**src/rtl/adapter_ppfifo_mc_2_axi_stream_pkg.sv**
```systemverilog
// adapter_ppfifo_pkg: shared FSM states, counter width and last-beat helper for the multi-channel ppfifo adapter
package adapter_ppfifo_pkg;
  typedef enum logic [1:0] {IDLE, GRANT, READ, RELEASE} state_t;
  localparam int SIZE_WIDTH = 24;
  // Compared at SIZE_WIDTH+1 bits so count+1 never wraps.
  function automatic logic last_calc(input logic [SIZE_WIDTH-1:0] count, input logic [SIZE_WIDTH-1:0] size);
    return ({1'b0, count} + (SIZE_WIDTH+1)'(1)) == {1'b0, size};
  endfunction
endpackage

```
**src/rtl/adapter_ppfifo_mc_2_axi_stream_if.sv**
```systemverilog
// adapter_ppfifo_mc_2_axi_stream_if: AXI4-Stream bundle
//   valid/data/user/keep/dest/last driven by master, ready driven by slave
interface adapter_ppfifo_mc_2_axi_stream_if #(
  parameter int DATA_WIDTH   = 32,
  parameter int STROBE_WIDTH = DATA_WIDTH / 8,
  parameter int USER_WIDTH   = 1,
  parameter int DEST_WIDTH   = 2
);
  logic                    valid;
  logic                    ready;
  logic [DATA_WIDTH-1:0]   data;
  logic [USER_WIDTH-1:0]   user;
  logic [STROBE_WIDTH-1:0] keep;
  logic [DEST_WIDTH-1:0]   dest;
  logic                    last;
  modport master (output valid, data, user, keep, dest, last, input ready);
  modport slave (input valid, data, user, keep, dest, last, output ready);
endinterface

```
**src/rtl/adapter_ppfifo_mc_2_axi_stream_arbiter.sv**
```systemverilog
// ppfifo_rr_arbiter: combinational round-robin pick of the first request at or after ptr
//   req  : one request bit per channel
//   ptr  : channel index with highest priority
//   grant: selected channel index (valid when any)
//   any  : at least one request present
module ppfifo_rr_arbiter #(
  parameter int CHANNELS = 2,
  parameter int CW       = CHANNELS > 1 ? $clog2(CHANNELS) : 1
) (
  input  logic [CHANNELS-1:0] req,
  input  logic [CW-1:0]       ptr,
  output logic [CW-1:0]       grant,
  output logic                any
);
  assign any = |req;
  // Walk from the farthest offset down so the nearest request at/after ptr wins.
  always_comb begin
    grant = '0;
    for (int i = CHANNELS - 1; i >= 0; i--)
      if (req[(int'(ptr) + i) % CHANNELS]) grant = CW'((int'(ptr) + i) % CHANNELS);
  end
endmodule

```
**src/rtl/adapter_ppfifo_mc_2_axi_stream.sv**
```systemverilog
// adapter_ppfifo_mc_2_axi_stream: round-robin drain of CHANNELS ping-pong FIFO blocks into one registered AXI-Stream master
//   i_axi_clk, rst      : clock, synchronous active-high reset
//   i_ppfifo_rdy/size/data, o_ppfifo_act/stb : per-channel ping-pong FIFO read ports
//   i_total_out_size    : per-channel frame length in words (LAST_MODE=0)
//   axi                 : AXI-Stream master (TDEST = source channel)
module adapter_ppfifo_mc_2_axi_stream
  import adapter_ppfifo_pkg::*;
#(
  parameter int DATA_WIDTH   = 32,
  parameter int STROBE_WIDTH = DATA_WIDTH / 8,
  parameter int USER_WIDTH   = 1,
  parameter int CHANNELS     = 2,
  parameter int DEST_WIDTH   = 2,
  parameter int LAST_MODE    = 0
) (
  input  logic                                        i_axi_clk,
  input  logic                                        rst,
  input  logic [CHANNELS-1:0]                         i_ppfifo_rdy,
  output logic [CHANNELS-1:0]                         o_ppfifo_act,
  input  logic [CHANNELS*SIZE_WIDTH-1:0]              i_ppfifo_size,
  input  logic [CHANNELS*(DATA_WIDTH+USER_WIDTH)-1:0] i_ppfifo_data,
  output logic [CHANNELS-1:0]                         o_ppfifo_stb,
  input  logic [CHANNELS*SIZE_WIDTH-1:0]              i_total_out_size,
  adapter_ppfifo_mc_2_axi_stream_if.master            axi
);
  localparam int WW = DATA_WIDTH + USER_WIDTH;
  localparam int CW = CHANNELS > 1 ? $clog2(CHANNELS) : 1;
  state_t state, state_n;
  logic [CW-1:0] ch, ptr, grant;
  logic any, fetch, done, act, valid, last, last_flag;
  logic [SIZE_WIDTH-1:0] count, size_c, total_c, frame_c;
  logic [SIZE_WIDTH-1:0] frame [CHANNELS];
  logic [WW-1:0] word;
  logic [DATA_WIDTH-1:0] data;
  logic [USER_WIDTH-1:0] user;
  logic [DEST_WIDTH-1:0] dest;

  ppfifo_rr_arbiter #(.CHANNELS(CHANNELS), .CW(CW)) u_arb (
    .req  (i_ppfifo_rdy),
    .ptr  (ptr),
    .grant(grant),
    .any  (any)
  );

  assign size_c  = i_ppfifo_size[SIZE_WIDTH*ch +: SIZE_WIDTH];
  assign total_c = i_total_out_size[SIZE_WIDTH*ch +: SIZE_WIDTH];
  assign word    = i_ppfifo_data[WW*ch +: WW];
  assign frame_c = frame[ch];
  // A new word may be fetched only when the output slot is empty or drains this cycle.
  assign fetch = (state == READ) && (count < size_c) && (!valid || axi.ready);
  assign done  = (state == READ) && (count == size_c);
  // Frame mode compares at 25 bits: a total of 0 makes every beat last.
  assign last_flag = (LAST_MODE != 0) ? last_calc(count, size_c)
                   : (({1'b0, frame_c} + (SIZE_WIDTH+1)'(1)) >= {1'b0, total_c});

  assign o_ppfifo_act = act ? CHANNELS'(1) << ch : '0;
  assign o_ppfifo_stb = fetch ? CHANNELS'(1) << ch : '0;
  assign axi.valid = valid;
  assign axi.data  = data;
  assign axi.user  = user;
  assign axi.dest  = dest;
  assign axi.last  = last;
  assign axi.keep  = '1;

  always_ff @(posedge i_axi_clk) state <= rst ? IDLE : state_n;

  always_comb begin
    state_n = state;
    case (state)
      IDLE:    state_n = any ? GRANT : IDLE;
      GRANT:   state_n = READ;
      READ:    state_n = done ? RELEASE : READ;
      default: state_n = IDLE;
    endcase
  end

  always_ff @(posedge i_axi_clk) begin
    if (rst) begin
      ch    <= '0;
      ptr   <= '0;
      count <= '0;
      act   <= 1'b0;
      valid <= 1'b0;
      data  <= '0;
      user  <= '0;
      dest  <= '0;
      last  <= 1'b0;
      for (int i = 0; i < CHANNELS; i++) frame[i] <= '0;
    end else begin
      if (state == IDLE && any) ch <= grant;
      if (state == GRANT) begin
        act   <= 1'b1;
        count <= '0;
      end
      if (fetch) begin
        count <= count + SIZE_WIDTH'(1);
        valid <= 1'b1;
        data  <= word[DATA_WIDTH-1:0];
        user  <= word[WW-1:DATA_WIDTH];
        dest  <= DEST_WIDTH'(ch);
        last  <= last_flag;
        // Frame position is per channel so blocks of other channels can interleave.
        if (LAST_MODE == 0) frame[ch] <= last_flag ? '0 : frame_c + SIZE_WIDTH'(1);
      end else if (valid && axi.ready) valid <= 1'b0;
      if (done) begin
        act <= 1'b0;
        ptr <= (ch == CW'(CHANNELS - 1)) ? '0 : ch + CW'(1);
      end
    end
  end
endmodule

```
**src/flat_wrapper.sv**
```systemverilog
// flat-port wrapper written by rule: the top's interface ports become plain ports
module adapter_ppfifo_mc_2_axi_stream_flat import adapter_ppfifo_pkg::*;
#(
  parameter int DATA_WIDTH   = 32,
  parameter int STROBE_WIDTH = DATA_WIDTH / 8,
  parameter int USER_WIDTH   = 1,
  parameter int CHANNELS     = 2,
  parameter int DEST_WIDTH   = 2,
  parameter int LAST_MODE    = 0
)
  (i_axi_clk, rst, i_ppfifo_rdy, o_ppfifo_act, i_ppfifo_size, i_ppfifo_data, o_ppfifo_stb, i_total_out_size, axi_valid, axi_data, axi_user, axi_keep, axi_dest, axi_last, axi_ready);
  adapter_ppfifo_mc_2_axi_stream_if #(.DATA_WIDTH(DATA_WIDTH), .STROBE_WIDTH(STROBE_WIDTH), .USER_WIDTH(USER_WIDTH), .DEST_WIDTH(DEST_WIDTH)) axi_i ();
  input  logic i_axi_clk;
  input  logic rst;
  input  logic [CHANNELS-1:0] i_ppfifo_rdy;
  output logic [CHANNELS-1:0] o_ppfifo_act;
  input  logic [CHANNELS*SIZE_WIDTH-1:0] i_ppfifo_size;
  input  logic [CHANNELS*(DATA_WIDTH+USER_WIDTH)-1:0] i_ppfifo_data;
  output logic [CHANNELS-1:0] o_ppfifo_stb;
  input  logic [CHANNELS*SIZE_WIDTH-1:0] i_total_out_size;
  output wire logic [$bits(axi_i.valid)-1:0] axi_valid;
  output wire logic [$bits(axi_i.data)-1:0] axi_data;
  output wire logic [$bits(axi_i.user)-1:0] axi_user;
  output wire logic [$bits(axi_i.keep)-1:0] axi_keep;
  output wire logic [$bits(axi_i.dest)-1:0] axi_dest;
  output wire logic [$bits(axi_i.last)-1:0] axi_last;
  input wire logic [$bits(axi_i.ready)-1:0] axi_ready;
  assign axi_valid = axi_i.valid;
  assign axi_data = axi_i.data;
  assign axi_user = axi_i.user;
  assign axi_keep = axi_i.keep;
  assign axi_dest = axi_i.dest;
  assign axi_last = axi_i.last;
  assign axi_i.ready = axi_ready;
  adapter_ppfifo_mc_2_axi_stream #(.DATA_WIDTH(DATA_WIDTH), .STROBE_WIDTH(STROBE_WIDTH), .USER_WIDTH(USER_WIDTH), .CHANNELS(CHANNELS), .DEST_WIDTH(DEST_WIDTH), .LAST_MODE(LAST_MODE)) u_core (.i_axi_clk(i_axi_clk), .rst(rst), .i_ppfifo_rdy(i_ppfifo_rdy), .o_ppfifo_act(o_ppfifo_act), .i_ppfifo_size(i_ppfifo_size), .i_ppfifo_data(i_ppfifo_data), .o_ppfifo_stb(o_ppfifo_stb), .i_total_out_size(i_total_out_size), .axi(axi_i));
endmodule
```
**config.mk**
```make
export PLATFORM = sky130hd
export DESIGN_NAME = adapter_ppfifo_mc_2_axi_stream_flat
export DESIGN_NICKNAME = d
export VERILOG_FILES = /design/src/rtl/adapter_ppfifo_mc_2_axi_stream_pkg.sv /design/src/rtl/adapter_ppfifo_mc_2_axi_stream_if.sv /design/src/rtl/adapter_ppfifo_mc_2_axi_stream_arbiter.sv /design/src/rtl/adapter_ppfifo_mc_2_axi_stream.sv /design/src/flat_wrapper.sv
export SDC_FILE = /design/constraint.sdc
export NUM_CORES = 1
export LEC_CHECK = 0
export CAP_MARGIN = 20
export CELL_PAD_IN_SITES_DETAIL_PLACEMENT = 0
export CELL_PAD_IN_SITES_GLOBAL_PLACEMENT = 1
export CORE_MARGIN = 2
export CORE_UTILIZATION = 36
export DETAILED_ROUTE_END_ITERATION = 10
export PLACE_DENSITY_LB_ADDON = 0.1
export SYNTH_ARGS = -nofsm -noshare
export SYNTH_HDL_FRONTEND = slang
export SYNTH_SLANG_ARGS = --single-unit
```
**constraint.sdc**
```tcl
create_clock -name i_axi_clk -period 7 [get_ports i_axi_clk]
set_input_delay 1.75 -clock i_axi_clk [delete_from_list [all_inputs] [get_ports i_axi_clk]]
set_output_delay 1.75 -clock i_axi_clk [all_outputs]
set_load 0.02 [all_outputs]
```
==> flow_summary.json <==
{
  "result_of_the_run": "completed",
  "power.density_cell_area_mw_per_mm2": 211,
  "clockPowerShare": 0.369,
  "initial_antenna_violation_count": 0,
  "design.portCount": 212,
  "h_tree_level_count": 4,
  "share_of_synthesized_area_occupied_by_flip_flops_and_latches": 0.374,
  "drt.antenna.violating_nets": 0,
  "fraction_of_final_layout_cells_with_drive_strength_greater_than_1": 0.0652,
  "p_int_uw": 1530,
  "core_mm2": 0.0202,
  "fin_tns_setup_ps": 0,
  "cts_root_buf": "sky130_fd_sc_hd__clkbuf_16",
  "worst_setup_path_startpoint": "i_ppfifo_size[23]",
  "clk-insertion-delay-late_ps": 410,
  "net-switching-power_uw": 622,
  "maximum_number_of_pins_on_one_net_before_global_route_repair": 70,
  "yosys_most_used_dff": "sky130_fd_sc_hd__dfxtp_1",
  "global_placer_s_final_weighted_congestion": 0.780,
  "grt_pass1_wl_um": 30900,
  "placed_cell_area_mm2": 0.00965,
  "drc_viols": 0,
  "total_setup_buffers_inserted_after_cts": 0,
  "floorplan.rows": 52,
  "routed_wirelength_um": 19300,
  "peakVddDrop_uv": 156,
  "critPathArrivalTime_ps": 4680,
  "combPwrFrac": 0.261,
  "first_global_vias": 6021,
  "seqPwrFrac": 0.370,
  "fin_crit_sh": 0.919,
  "avgRoutedWirePerCell_um": 15.2,
  "routed-via-count": 6236,
  "die_y_um": 147,
  "cts_repair_resize_count": 0,
  "topRoutingLayerUsed": "met4",
  "max_clock_freq_ghz": 0.155,
  "detailedPlace.worstSlack_ps": 479,
  "critical_path.endpoint_type": "primary output",
  "layout-area-overhead-vs-synth_pct": 38.0,
  "cts_buffers": 17,
  "postLayoutCellArea_mm2": 0.0102,
  "rsz0062_at_grt": "false",
  "synth.lib_cells_used.distinct": 68,
  "share_of_flip_flops_with_an_asynchronous_set_or_reset_after_synthesis": 0,
  "drt-initial-drc-count": 220,
  "dpl.hpwl_um": 14600,
  "met3WireLength_um": 667,
  "path_clk_slew_ps": 50,
  "viasPerCell": 4.92,
  "num-fill-cells": 1931,
  "hold_ws_ps": 460,
  "initial_core_util": 0.367,
  "worstPathRequired_ps": 5250,
  "r2r_cells": 18,
  "area_of_combinational_cells_with_multiple_inputs_mm2": 0.00428,
  "critPathCapture": "o_ppfifo_stb[0]",
  "firstDrtPassIters": 6,
  "maxCapViolCount": 0,
  "clock_sinks": 114,
  "netlist_area_mm2": 0.00739,
  "cellLeakagePower_uw": 0.00389,
  "track_usage": 0.178,
  "dieWidth_um": 147,
  "layout.nets": 1205,
  "path_class": "in2out",
  "register_area_mm2": 0.00277,
  "path_max_fanout": 10,
  "switching_share": 0.289,
  "post_synth.cell_area_avg_um2": 9.35,
  "period_needed_ps": 6430,
  "tightestPinTransition_ps": 814,
  "report.power.total_uw": 2150,
  "tritoncts": "yes",
  "synth-warning-count": 0,
  "finalSetupViolCount": 0,
  "hold_viol_final": 0,
  "die-area_mm2": 0.0217,
  "total_global_routing_overflow": 0,
  "met2RoutedLength_um": 9870,
  "finalMaxSlewViolations": 0,
  "min_path_type": "reg2reg",
  "ys_seq_elements": 114,
  "crit-reg2reg-capture": "u_core.frame[1][12]$_SDFFCE_PN0P_",
  "met1_length_um": 8620,
  "antenna_cells": 0,
  "synth-edff-count": 48,
  "fin_ws_ps": 566,
  "final.setup_skew_ps": 17.3,
  "maximum_count_of_clock_buffers_along_a_single_path": 2,
  "syn_inst": 791,
  "cp-start-kind": "input pin",
  "slew_headroom": 0.457,
  "cts_hold_fix_bufs": 0,
  "portBuffers": 206,
  "r2r_slack_ps": 1480
}
[kinds of logic after synthesis]
| group | share of synthesized area |
|---|---|
| adder cells (fa/ha/maj) | 0.0914 |
| AO/OA/AOI/OAI | 0.122 |
| other | 0.00102 |
| multiplexers | 0.144 |
| AND/OR/NAND/NOR | 0.183 |
| flip-flops | 0.374 |
| XOR/XNOR | 0.0344 |
| buffers and inverters | 0.0504 |
[flip-flops by register name, indices dropped and copies added, names as in the netlist, named ones only]
signal            cells
u_core.axi.data      32
u_core.ch             1
u_core.axi.valid      1
u_core.act            1
u_core.axi.user       1
u_core.frame         48
u_core.axi.dest       1
u_core.state          2
u_core.count         24
u_core.ptr            1
u_core.axi.last       1
[worst min path at each step]
stage                     cells after the start                       startpoint                         endpoint
after detailed placement                      2  u_core.axi.dest[0]$_SDFFE_PP0P_  u_core.axi.dest[0]$_SDFFE_PP0P_
after global routing                          2  u_core.axi.dest[0]$_SDFFE_PP0P_  u_core.axi.dest[0]$_SDFFE_PP0P_
after CTS                                     2  u_core.axi.dest[0]$_SDFFE_PP0P_  u_core.axi.dest[0]$_SDFFE_PP0P_
after floorplan                               2          u_core.ptr$_SDFFE_PP0P_          u_core.ptr$_SDFFE_PP0P_
final                                         2  u_core.axi.dest[0]$_SDFFE_PP0P_  u_core.axi.dest[0]$_SDFFE_PP0P_
after global placement                        2  u_core.axi.dest[0]$_SDFFE_PP0P_  u_core.axi.dest[0]$_SDFFE_PP0P_
[worst max-delay path: stages]
cell and delay [ps]:
sky130_fd_sc_hd__clkdlybuf4s50_1 460, sky130_fd_sc_hd__mux2i_1 80, sky130_fd_sc_hd__ha_1 340, sky130_fd_sc_hd__nand4_1 180, sky130_fd_sc_hd__nor4_1 510, sky130_fd_sc_hd__o311ai_1 240, sky130_fd_sc_hd__nand4b_4 240, sky130_fd_sc_hd__nand2b_1 220
sky130_fd_sc_hd__nor2_1 70, sky130_fd_sc_hd__clkdlybuf4s50_1 600
[layer usage]
metal,vias up,track usage
li1,3256,-
met1,2861,0.226
met2,110,0.314
met3,9,0.0339
met4,0,0.0375
met5,-,0
[layout make-up]
type / count / area share
Tap cell: 270 / 0.0331
Multi-Input combinational cell: 598 / 0.419
Sequential cell: 114 / 0.271
Timing Repair Buffer: 216 / 0.209
Clock buffer: 22 / 0.0486
Inverter: 37 / 0.0136
Clock inverter: 10 / 0.00540
[power groups by stage]
stage          Clock, µW  Sequential, µW  Combinational, µW
2_1_floorplan          0             832                307
3_3_place_gp           0             809                566
3_5_place_dp           0             811                567
4_1_cts              816             798                569
5_1_grt              840             805                619
6_report             794             797                561
[Yosys cell counts, types with 2 or more instances]
master | count | area, µm²
sky130_fd_sc_hd__a21o_1 | 12 | 90.1
sky130_fd_sc_hd__or3_1 | 7 | 43.8
sky130_fd_sc_hd__nand2b_1 | 8 | 50.1
sky130_fd_sc_hd__edfxtp_1 | 48 | 1440
sky130_fd_sc_hd__mux2_2 | 4 | 45.0
sky130_fd_sc_hd__o21a_1 | 3 | 22.5
sky130_fd_sc_hd__nor3_1 | 7 | 35.0
sky130_fd_sc_hd__and2_1 | 3 | 18.8
sky130_fd_sc_hd__nor4_1 | 7 | 43.8
sky130_fd_sc_hd__a211oi_1 | 37 | 278
sky130_fd_sc_hd__nand3_1 | 30 | 150
sky130_fd_sc_hd__dfxtp_1 | 66 | 1320
sky130_fd_sc_hd__a21oi_1 | 29 | 145
sky130_fd_sc_hd__buf_6 | 3 | 33.8
sky130_fd_sc_hd__clkbuf_1 | 19 | 71.3
sky130_fd_sc_hd__nor3b_1 | 3 | 22.5
sky130_fd_sc_hd__and3b_1 | 2 | 17.5
sky130_fd_sc_hd__and3_1 | 6 | 37.5
sky130_fd_sc_hd__nor2b_1 | 5 | 31.3
sky130_fd_sc_hd__a211o_1 | 2 | 17.5
sky130_fd_sc_hd__a22o_1 | 2 | 17.5
sky130_fd_sc_hd__buf_2 | 13 | 65.1
sky130_fd_sc_hd__a41o_1 | 2 | 20.0
sky130_fd_sc_hd__o21ai_0 | 28 | 140
sky130_fd_sc_hd__nand4b_1 | 2 | 17.5
sky130_fd_sc_hd__nand4_1 | 15 | 93.8
sky130_fd_sc_hd__buf_4 | 6 | 45.0
sky130_fd_sc_hd__xor2_1 | 14 | 123
sky130_fd_sc_hd__nor2_1 | 101 | 379
sky130_fd_sc_hd__xnor2_1 | 15 | 131
sky130_fd_sc_hd__o211ai_1 | 2 | 15.0
sky130_fd_sc_hd__and2_2 | 2 | 15.0
sky130_fd_sc_hd__and4_1 | 3 | 26.3
sky130_fd_sc_hd__conb_1 | 2 | 7.51
sky130_fd_sc_hd__buf_1 | 3 | 11.3
sky130_fd_sc_hd__or3_2 | 3 | 22.5
sky130_fd_sc_hd__ha_1 | 54 | 676
sky130_fd_sc_hd__mux2i_1 | 102 | 1020
sky130_fd_sc_hd__nand3b_1 | 3 | 22.5
sky130_fd_sc_hd__nand2_1 | 52 | 195
sky130_fd_sc_hd__a31oi_1 | 3 | 18.8
sky130_fd_sc_hd__inv_1 | 37 | 139
[per-stage QoR]
step,cells,util
3_3_place_gp,1235,0.479
6_report,1267,0.506
5_1_grt,1267,0.506
3_5_place_dp,1235,0.479
4_1_cts,1267,0.506
2_1_floorplan,794,-
[layout by cell type, fill, tap and decap left out, types with 6 or more instances in the layout]
cell,count
sky130_fd_sc_hd__a211oi_1,37
sky130_fd_sc_hd__a21o_1,12
sky130_fd_sc_hd__a21oi_1,29
sky130_fd_sc_hd__and3_1,6
sky130_fd_sc_hd__buf_4,10
sky130_fd_sc_hd__clkbuf_16,18
sky130_fd_sc_hd__clkdlybuf4s50_1,205
sky130_fd_sc_hd__clkinv_2,7
sky130_fd_sc_hd__dfxtp_1,64
sky130_fd_sc_hd__edfxtp_1,48
sky130_fd_sc_hd__ha_1,54
sky130_fd_sc_hd__inv_1,37
sky130_fd_sc_hd__mux2i_1,102
sky130_fd_sc_hd__nand2_1,52
sky130_fd_sc_hd__nand2b_1,8
sky130_fd_sc_hd__nand3_1,30
sky130_fd_sc_hd__nand4_1,15
sky130_fd_sc_hd__nor2_1,100
sky130_fd_sc_hd__nor3_1,7
sky130_fd_sc_hd__nor4_1,7
sky130_fd_sc_hd__o21ai_0,28
sky130_fd_sc_hd__or3_1,7
sky130_fd_sc_hd__xnor2_1,15
sky130_fd_sc_hd__xor2_1,14
Power figures use the tool's default switching activity.
